$ cat config.mk
export PLATFORM = sky130hd
export DESIGN_NAME = button_debouncer
export DESIGN_NICKNAME = d
export VERILOG_FILES = /design/src/rtl/button_debouncer.sv
export SDC_FILE = /design/constraint.sdc
export NUM_CORES = 1
export LEC_CHECK = 0
export BUFFER_PORTS_ARGS = -buffer_cell sky130_fd_sc_hd__buf_2
export CAP_MARGIN = 20
export CORE_UTILIZATION = 55
export CTS_BUF_LIST = sky130_fd_sc_hd__clkbuf_16
export DETAILED_ROUTE_END_ITERATION = 7
export PLACE_DENSITY_LB_ADDON = 0.15
export SYNTH_ARGS = -nofsm -noshare
export SYNTH_HDL_FRONTEND = slang
export SYNTH_SLANG_ARGS = --single-unit
$ cat constraint.sdc
create_clock -name clk -period 2.2 [get_ports clk]
set_input_delay 0 -clock clk [delete_from_list [all_inputs] [get_ports clk]]
set_output_delay 0 -clock clk [all_outputs]
set_load 0.05 [all_outputs]
$ cat src/rtl/button_debouncer.sv
// -----------------------------------------------------------------------------
// button_debouncer
//
// Turns a raw, bouncy, asynchronous pushbutton pin into a clean synchronous
// level plus single-cycle event pulses for the downstream pushbutton/LED
// control stage.
//
// Processing chain:
//   btn_raw -> SYNC_STAGES-flop synchroniser -> btn_s
//   btn_s   -> 4-state stability filter (S_LOW / S_RISE_CHK / S_HIGH /
//              S_FALL_CHK) with a debounce counter -> btn_clean + pulses
//   btn_clean -> hold counter -> long_press
//
// A new level is accepted only after btn_s has held it for DEBOUNCE_CYCLES
// consecutive samples. Any opposite sample during a check, including on the
// final counting edge, throws the candidate away. From a clean raw transition
// (set up before edge e1), btn_clean and its pulse change on edge
// e(SYNC_STAGES + DEBOUNCE_CYCLES).
//
// Parameters:
//   SYNC_STAGES       synchroniser depth on btn_raw (>= 2)
//   DEBOUNCE_CYCLES   cycles a new level must be stable before acceptance (>= 2)
//   LONG_PRESS_CYCLES cycles btn_clean must stay high before long_press (>= 1)
//
// Ports:
//   clk           system clock, rising edge
//   rst_n         asynchronous active-low reset; clears every flop
//   btn_raw       raw pushbutton pin, 1 = pressed
//   btn_clean     debounced level
//   press_pulse   one-cycle pulse on an accepted 0->1 transition
//   release_pulse one-cycle pulse on an accepted 1->0 transition
//   long_press    one-cycle pulse, at most once per press, when the hold time
//                 reaches LONG_PRESS_CYCLES
// -----------------------------------------------------------------------------
module button_debouncer #(
    parameter int SYNC_STAGES       = 2,
    parameter int DEBOUNCE_CYCLES   = 500000,
    parameter int LONG_PRESS_CYCLES = 50000000
) (
    input  logic clk,
    input  logic rst_n,
    input  logic btn_raw,
    output logic btn_clean,
    output logic press_pulse,
    output logic release_pulse,
    output logic long_press
);

    // -------------------------------------------------------------------------
    // Parameter legality: refuse to elaborate outside the supported range.
    // -------------------------------------------------------------------------
    generate
        if (SYNC_STAGES < 2) begin : g_bad_sync_stages
            $error("button_debouncer: SYNC_STAGES must be 2 or more");
        end
        if (DEBOUNCE_CYCLES < 2) begin : g_bad_debounce_cycles
            $error("button_debouncer: DEBOUNCE_CYCLES must be 2 or more");
        end
        if (LONG_PRESS_CYCLES < 1) begin : g_bad_long_press_cycles
            $error("button_debouncer: LONG_PRESS_CYCLES must be 1 or more");
        end
    endgenerate

    // -------------------------------------------------------------------------
    // Widths and counter constants
    // -------------------------------------------------------------------------
    localparam int DEB_W  = $clog2(DEBOUNCE_CYCLES + 1);
    localparam int HOLD_W = $clog2(LONG_PRESS_CYCLES + 1);

    localparam logic [DEB_W-1:0]  DEB_ONE   = DEB_W'(1);
    // The count reaches DEBOUNCE_CYCLES-1 before the edge that commits, so
    // the commit edge itself is the DEBOUNCE_CYCLES-th stable sample.
    localparam logic [DEB_W-1:0]  DEB_LAST  = DEB_W'(DEBOUNCE_CYCLES - 1);
    localparam logic [HOLD_W-1:0] HOLD_ONE  = HOLD_W'(1);
    localparam logic [HOLD_W-1:0] HOLD_MAX  = HOLD_W'(LONG_PRESS_CYCLES);
    localparam logic [HOLD_W-1:0] HOLD_LAST = HOLD_W'(LONG_PRESS_CYCLES - 1);

    typedef enum logic [1:0] {
        S_LOW      = 2'd0,  // stable 0
        S_RISE_CHK = 2'd1,  // candidate 1, counting
        S_HIGH     = 2'd2,  // stable 1
        S_FALL_CHK = 2'd3   // candidate 0, counting
    } state_t;

    // -------------------------------------------------------------------------
    // Synchroniser
    // -------------------------------------------------------------------------
    logic [SYNC_STAGES-1:0] sync_q;
    logic                   btn_s;

    // NOTE: sequential state uses non-blocking (<=) assignments so every flop
    // samples the pre-edge value of its neighbours; blocking (=) here would
    // collapse the synchroniser chain into a single flop in simulation.
    always_ff @(posedge clk or negedge rst_n) begin
        if (!rst_n) begin
            sync_q <= '0;
        end else begin
            sync_q <= {sync_q[SYNC_STAGES-2:0], btn_raw};
        end
    end

    // Only the last synchroniser stage is safe to look at.
    assign btn_s = sync_q[SYNC_STAGES-1];

    // -------------------------------------------------------------------------
    // Stability filter FSM: state register
    // -------------------------------------------------------------------------
    state_t              state, state_nxt;
    logic [DEB_W-1:0]    deb_cnt, deb_nxt;
    logic                clean_nxt;
    logic                press_nxt;
    logic                release_nxt;

    always_ff @(posedge clk or negedge rst_n) begin
        if (!rst_n) begin
            state         <= S_LOW;
            deb_cnt       <= '0;
            btn_clean     <= 1'b0;
            press_pulse   <= 1'b0;
            release_pulse <= 1'b0;
        end else begin
            state         <= state_nxt;
            deb_cnt       <= deb_nxt;
            btn_clean     <= clean_nxt;
            press_pulse   <= press_nxt;
            release_pulse <= release_nxt;
        end
    end

    // -------------------------------------------------------------------------
    // Stability filter FSM: next state and registered-output inputs
    // -------------------------------------------------------------------------
    always_comb begin
        // NOTE: every signal assigned in this block gets a default first, so
        // no path through the case can leave one unassigned and infer a latch.
        state_nxt   = state;
        deb_nxt     = '0;          // stable states keep the counter cleared
        clean_nxt   = btn_clean;
        press_nxt   = 1'b0;
        release_nxt = 1'b0;

        unique case (state)
            S_LOW: begin
                if (btn_s) begin
                    state_nxt = S_RISE_CHK;
                    deb_nxt   = DEB_ONE;
                end
            end

            S_RISE_CHK: begin
                if (!btn_s) begin
                    // Glitch: drop the candidate silently.
                    state_nxt = S_LOW;
                end else if (deb_cnt == DEB_LAST) begin
                    state_nxt = S_HIGH;
                    clean_nxt = 1'b1;
                    press_nxt = 1'b1;
                end else begin
                    state_nxt = S_RISE_CHK;
                    deb_nxt   = deb_cnt + DEB_ONE;
                end
            end

            S_HIGH: begin
                if (!btn_s) begin
                    state_nxt = S_FALL_CHK;
                    deb_nxt   = DEB_ONE;
                end
            end

            S_FALL_CHK: begin
                if (btn_s) begin
                    // Release bounce: back to stable high, hold time kept.
                    state_nxt = S_HIGH;
                end else if (deb_cnt == DEB_LAST) begin
                    state_nxt   = S_LOW;
                    clean_nxt   = 1'b0;
                    release_nxt = 1'b1;
                end else begin
                    state_nxt = S_FALL_CHK;
                    deb_nxt   = deb_cnt + DEB_ONE;
                end
            end

            default: begin
                state_nxt = S_LOW;
                clean_nxt = 1'b0;
            end
        endcase
    end

    // -------------------------------------------------------------------------
    // Long-press detection
    //
    // hold_cnt counts cycles with btn_clean high (S_HIGH and S_FALL_CHK alike),
    // so an aborted release bounce does not disturb it. It saturates at
    // LONG_PRESS_CYCLES; because long_press only fires on the increment that
    // lands on that value, it can fire at most once per press. Both commit
    // edges clear the count.
    // -------------------------------------------------------------------------
    logic [HOLD_W-1:0] hold_cnt, hold_nxt;
    logic              long_nxt;

    always_comb begin
        hold_nxt = hold_cnt;
        long_nxt = 1'b0;

        if (press_nxt || release_nxt) begin
            hold_nxt = '0;
        end else if (btn_clean && (hold_cnt != HOLD_MAX)) begin
            hold_nxt = hold_cnt + HOLD_ONE;
            long_nxt = (hold_cnt == HOLD_LAST);
        end
    end

    always_ff @(posedge clk or negedge rst_n) begin
        if (!rst_n) begin
            hold_cnt   <= '0;
            long_press <= 1'b0;
        end else begin
            hold_cnt   <= hold_nxt;
            long_press <= long_nxt;
        end
    end

endmodule

After elaboration in Yosys (flattened, before gate mapping)
Cells that the tools add are included.

Flip-flop bits (word level): 53. Input bits: 3. Output and inout bits: 4. Logic and storage cells: 56.

$add $sub $neg: 2. Eq/ne operators: 12. Muxes and demuxes: 27. Reduce and logical (&&, ||, !) cells: 7.

Operator list (number): 19-bit one-hot mux with 4 select lines (1); 19-bit 2-to-1 mux (3); 26-bit 2-to-1 mux (2); 26-bit by 1-bit adder with 26-bit output (second input constant) (1); 26-bit equality test (second input constant) (1); 26-bit != test (second input constant) (1); 19-bit by 1-bit adder with 19-bit output (second input constant) (1); 19-bit equality test (second input constant) (1); 1-bit 2-to-1 mux (13); 2-bit 2-to-1 mux (6); 2-bit != test (second input constant) (6); 2-bit one-hot mux with 4 select lines (1); 5-bit AND reduction (1); 2-bit equality test (second input constant) (2); 2-bit nonzero test (2); 2-bit by 1-bit equality test with 1-bit output (second input constant) (1); 2-bit zero test (1); 1-bit one-hot mux with 2 select lines (1); 2-bit AND reduction (1); 1-bit logical AND (1); 1-bit logical OR (1).

Logic depth before layout (Yosys ltp)
Gate-level depths: netlist (run 1).

Depth after elaboration: 6. Mapped depth: 9. Mapped depth without buffers: 7.

Worst setup path after synthesis (run 1)
No wires, ideal clock.

Path kind: reg-to-reg. Start: register deb_cnt[0]. End: register deb_cnt[11]. Setup time: 0.071 ns. Data arrival time: 1.732 ns. Required time: 2.129 ns. Slack: 0.396 ns. Stages on the path, launching flop included: 9. Buffers on the path: 3. Period minus slack after synthesis: 1.804 ns. Path through: dfrtp_1 ha_1 and4_1 buf_2 and4b_1 or2_1 buf_2 buf_2 nor2_1.

Longest elaborated chain between the ends: 4. Elaborated cells on any way between the ends: 6. Those cells by class: add/sub (1); eq/ne (1); mux (4).

Ends and longest elaborated chain: from (decl) (RTL line 109) `logic [DEB_W-1:0] deb_cnt, deb_nxt;`; from (signal assigned) (RTL line 123) `deb_cnt <= deb_nxt;`; 19-bit by 1-bit adder with 19-bit output or 19-bit equality test (tied branches); 19-bit 2-to-1 mux * (RTL line 154, 175); 19-bit 2-to-1 mux, on equally long branches (RTL line 172, 151); 19-bit one-hot mux with 4 select lines * (RTL line 142) `unique case (state)`; via deb_nxt[11] (RTL line 109).

The timed path passes the listed nets; every way through them passes the cells marked *. A chain may end at the register's enable or synchronous reset.

Worst setup path after layout (run 1)
Start: register deb_cnt[0]. End: register deb_cnt[3].

Same word-level chain as after synthesis.

==> run metrics, run 1 <==
Buf+Inv Stages, Crit Path 0; fin area 2900 sq um; number of buffers added for setup after CTS 0; VDD IR max 0.504 mV; Async SR Flop Fraction 1.00; Ys Warns 0; TritonCTS clock tree yes; # diodes 0; via count 1890; Layout area overhead 9.64%; mean post-synth cell area 9.81 sq um; CTS Buffer Depth 2; final WL 4.70 mm; Max-slew headroom 0.569; share of the synthesized area in the top cell type 0.501; Met3 Wirelength 200 microns; pre-CTS WS 0.215 ns; CTS buffer count 5; Max-Cap Viols 0; count of hold-fix buffers inserted at cts 2; Seq/Total Area, Yosys 0.501; CP top delay family simple AND/OR/NAND/NOR gates; port buffer count 6; RSZ-0062 raised after global routing false; P_leak 1.28 nW; Iter 0 DRT Violations 141; max-slew violation count 0; crit path cell chain ha_1, and4_1, and4b_1, or2_1, nor2_1; GP Congestion 0.817; critical path arrival 2.14 ns; Worst setup EP type flip-flop; Final Hold Vio Count 0; Total Routing Usage GR 0.209; Worst setup SP type flip-flop; Post-synth EDFFs 0; Worst-path clk slew 0.06 ns; Vias/cell 5.66; Residual DRC 1; Worst Hold Class primary input to asynchronous set/reset pin; M1 WL 2.39 mm; die width 71.4 microns; Area after DPL 2750 sq um; most area-consuming cells after synthesis dfrtp_1 (50%), xor2_1 (7.3%), nor2_1 (6.5%); first-pass GRT wire length 8.29 mm; detailed placer's ending HPWL roughly 3.2 mm; number of global-route vias before repair 1794; clk_lat worst skew 0.28 ns; Cells after Synth 270; post-layout min period approximately 2.0 ns; PwrDens around 600 nW/um^2; WP depth 5; R2R cell count 5; drt pass-1 iters 6; Starting Density 0.588; Core Footprint 4500 sq um; H-tree depth 2; Fin Clk Skew approximately 0.0049 ns; die area 5100 sq um; critical path's slowest cell or2_1; Clock Sinks 53; initial antenna violation count 0; Setup TNS 0 ns; Overflow after GRT 0; ys flop type dfrtp_1; top sig layer met4; Syn Nets 276; failing checks design-rule violations; WP data required 2.35 ns; routed wl met2 2.08 mm; pin count of the biggest net entering global routing 54; most common cell after layout, fill and taps aside dfrtp_1; Post-DRT Antenna Nets 0; CP peak stage delay 0.52 ns; share of cells above drive strength 1 0.0851; worst-margin pin slew 0.647 ns; Final Setup Violations 0; final worst-path cycle share 0.906; post-synthesis cell type count 43; status complete, but fails checks; worst-path maximum fanout 18; # IOs 7; # nets final 288; Total Power 0.00175 W; Root Driver clkbuf_16; leading cell types in the layout, fill and taps excluded dfrtp_1 (53), nor2_1 (46), xor2_1 (22); Yosys reg bits 53; crit path kind flip-flop to flip-flop; CTS resizes 0; Cell Area, Synth 2650 sq um; post-route setup slack 0.207 ns; row cnt 24; Max Freq 502 MHz; post-synth top area cell dfrtp_1; Wirelength per Cell approximately 14 microns; Die Y 71.4 microns
flip-flops by register name (all words and copies together), names as in the netlist:
name           flops
long_press         1
btn_clean          1
hold_cnt          26
release_pulse      1
sync_q             2
deb_cnt           19
state              2
press_pulse        1
stage by stage:
stage	std cells	hold WS [ns]	utilization
after global routing	334	0.363	0.645
after detailed placement	325	0.110	0.611
after CTS	334	0.351	0.645
final	334	0.360	0.645
after global placement	325	0.111	0.611
after floorplan	270	-0.296	-
area by class of cell:
cell class	count	area, sq um
clock inverters	2	7.51
repair buffers	14	108
well taps	52	65.1
flip-flops and latches	53	1330
inverters	7	26.3
fillers	378	1600
clock buffers	5	125
multi-input cells	201	1250
worst paths after layout:
kind | startpoint | endpoint | slack [ns]
max | deb_cnt[0] | deb_cnt[3] | 0.21
min | rst_n | deb_cnt[14] | 0.36
max reg2reg | deb_cnt[0] | deb_cnt[3] | 0.21
min reg2reg | sync_q[0] | sync_q[1] | 0.36
max in group asynchronous | rst_n | press_pulse | 1.41
min in group clk | sync_q[0] | sync_q[1] | 0.36
power by group:
part | internal [W] | switching [W] | total, W | leakage, nW
registers | 0.000980 | 0.00000493 | 0.000985 | 0.732
logic | 0.0000100 | 0.0000274 | 0.0000374 | 0.484
clock network | 0.000407 | 0.000318 | 0.000726 | 0.0685
total | 0.00140 | 0.000350 | 0.00175 | 1.28
synth_stat cells (7+ instances only):
master	number
buf_2	7
a21oi_1	7
inv_1	7
nor2_1	46
xor2_1	22
nand4_1	13
dfrtp_1	53
and3_1	7
nand3_1	14
nor3_1	7
nand2_1	16
xnor2_1	15
metal layers:
layer	global-route usage	up-vias
met4	0.0667	0
met2	0.315	34
met5	0	-
met1	0.302	904
met3	0.0492	4
li1	-	948
worst min-delay path: stages:
cell and delay [ns]:
dlygate4sd3_1 0.51, buf_2 0.09, buf_4 0.52
logic make-up after synthesis:
logic type	after synthesis	synth area share
and+or+nand+nor	141	0.287
DFF	53	0.501
xor gates and xnor gates	37	0.122
AOI/OAI and AO/OA	18	0.0387
buffers and inverters	16	0.0288
adders and majority gates	3	0.0142
muxes	2	0.00803
Note: power is estimated with default switching activity, not from simulation.
==> inputs of run 2 (changes only) <==
- CORE_ASPECT_RATIO: unset -> 0.6
- CORE_UTILIZATION: 55 -> 61
==> run metrics, run 2 (synthesized netlist as in run 1, its figures left out) <==
status completed; Net Switching 0.000377 W; WP data required 2.38 ns; GP Congestion 0.918; Largest Register hold_cnt; CTS Buffer Depth 2; number of buffers added for setup after CTS 0; Fin Clk Skew roughly 0.006 ns; pin count of the biggest net entering global routing 29; busiest grt layer met1; internal power 0.00152 W; initial antenna violation count 0; final worst-path cycle share 0.905; H-tree depth 2; Max Freq 502 MHz; Total Routing Usage GR 0.260; worst-path maximum fanout 6; Layout area overhead 11.9%; # nets final 290; Worst setup EP type flip-flop; Worst Hold Class primary input to asynchronous set/reset pin; Iter 0 DRT Violations approximately 220; Buf+Inv Stages, Crit Path 2; critical path arrival roughly 2.2 ns; crit path kind flip-flop to flip-flop; max-slew violation count 0; drt pass-1 iters 4; die width 87.1 microns; met1 Use GR 0.419; VDD IR max 0.574 mV; # diodes 0; final WL 5.30 mm; Final Hold Vio Count 0; most common cell after layout, fill and taps aside dfrtp_1; die area ~4600 sq um; grt met3 use 0.0468; worst-margin pin slew between 0.4 and 0.5 ns; Worst-path clk slew 0.07 ns; Starting Density 0.639; crit path cell chain inv_1, ha_1, nor4b_1, nand4_1, o21ai_1, buf_4, mux2i_1, nor2_1; clk_lat worst skew 0.29 ns; Seq pwr share 0.519; row cnt 18; Max-slew headroom 0.719; Max-Cap Viols 0; CP peak stage delay 0.41 ns; detailed placer's ending HPWL approximately 3.7 mm; largest registers hold_cnt x26, deb_cnt x19; Sw Share 0.199; Wirelength per Cell 15.4 microns; Reg2Reg Setup Slack around 0.21 ns; fin util 0.715; GR met2 Demand/Resource 0.348; post-layout min period 1.99 ns; Final Setup Violations 0; via count 1927; Setup TNS 0 ns; Gate power share 0.022; CP top delay family simple AND/OR/NAND/NOR gates; critical path's slowest cell dfrtp_1; port buffer count 6; Largest register FFs 26; P_leak 1.31 nW; Post-DRT Antenna Nets 0; number of global-route vias before repair ~1800; PwrDens 640 nW/um^2; # IOs 7; Clock Sinks 53; leading cell types in the layout, fill and taps excluded dfrtp_1 (53), nor2_1 (46), xor2_1 (22); Overflow after GRT 0; RSZ-0062 raised after global routing false; Vias/cell 5.59; CTS buffer count 5; Core Footprint 4140 sq um; clock share of power 0.459; Root Driver clkbuf_16; TritonCTS clock tree yes; Residual DRC 0; Worst setup SP type flip-flop; Die Y 53.0 microns; placed cell count 335; first-pass GRT wire length 8.74 mm; share of cells above drive strength 1 0.0982; Finished Layout Cells between 300 and 400
run 2: through the flow:
| stage | instance area, sq um | setup slack [ns] | hold WS [ns] | power (W) |
|---|---|---|---|---|
| 5_1_grt | 2960 | 0.0180 | 0.299 | 0.00194 |
| 3_3_place_gp | 2780 | 0.161 | 0.0237 | 0.00104 |
| 2_1_floorplan | 2650 | 0.396 | -0.296 | 0.00102 |
| 6_report | 2960 | 0.209 | 0.236 | 0.00190 |
| 4_1_cts | 2960 | 0.0904 | 0.253 | 0.00191 |
| 3_5_place_dp | 2780 | 0.123 | 0.0230 | 0.00104 |
run 2: final cells by class:
class	instances	area, sq um
multi-input cells	201	1250
clock inverters	3	37.5
fillers	330	1180
flip-flops and latches	53	1330
repair buffers	16	123
clock buffers	5	125
well taps	60	75.1
inverters	7	26.3
run 2: layer usage:
layer,part of all wire,up-vias,wire length [microns]
met5,0,-,0
met4,0.011,0,60
met3,0.056,8,296
met2,0.39,39,2070
met1,0.54,926,2870
li1,-,954,-
run 2: path summary, 6_finish.rpt:
path	from	endpoint	cells past startpoint
max	hold_cnt[0]	hold_cnt[1]	8
min	rst_n	hold_cnt[3]	3
max reg2reg	hold_cnt[0]	hold_cnt[1]	8
min reg2reg	sync_q[0]	sync_q[1]	0
max in group asynchronous	rst_n	hold_cnt[9]	3
min in group clk	sync_q[0]	sync_q[1]	0
run 2: what timing repair did:
action                                  in CTS  in global routing
endpoints found under the setup margin       0                 18
gates resized for setup                      0                  2
hold buffers                                 2                  0
endpoints found under the hold margin       54                  0
run 2: worst min-delay path, cell delays in order:
cell	delay [ns]
dlygate4sd3_1	0.52
buf_2	0.10
buf_4	0.30
run 2: power groups by stage:
stage	clock network [W]	registers, W	logic [W]
final	0.000872	0.000984	0.0000415
after global routing	0.000908	0.000985	0.0000488
after CTS	0.000878	0.000984	0.0000433
after detailed placement	0	0.00100	0.0000407
after global placement	0	0.00100	0.0000407
after floorplan	0	0.00100	0.0000132
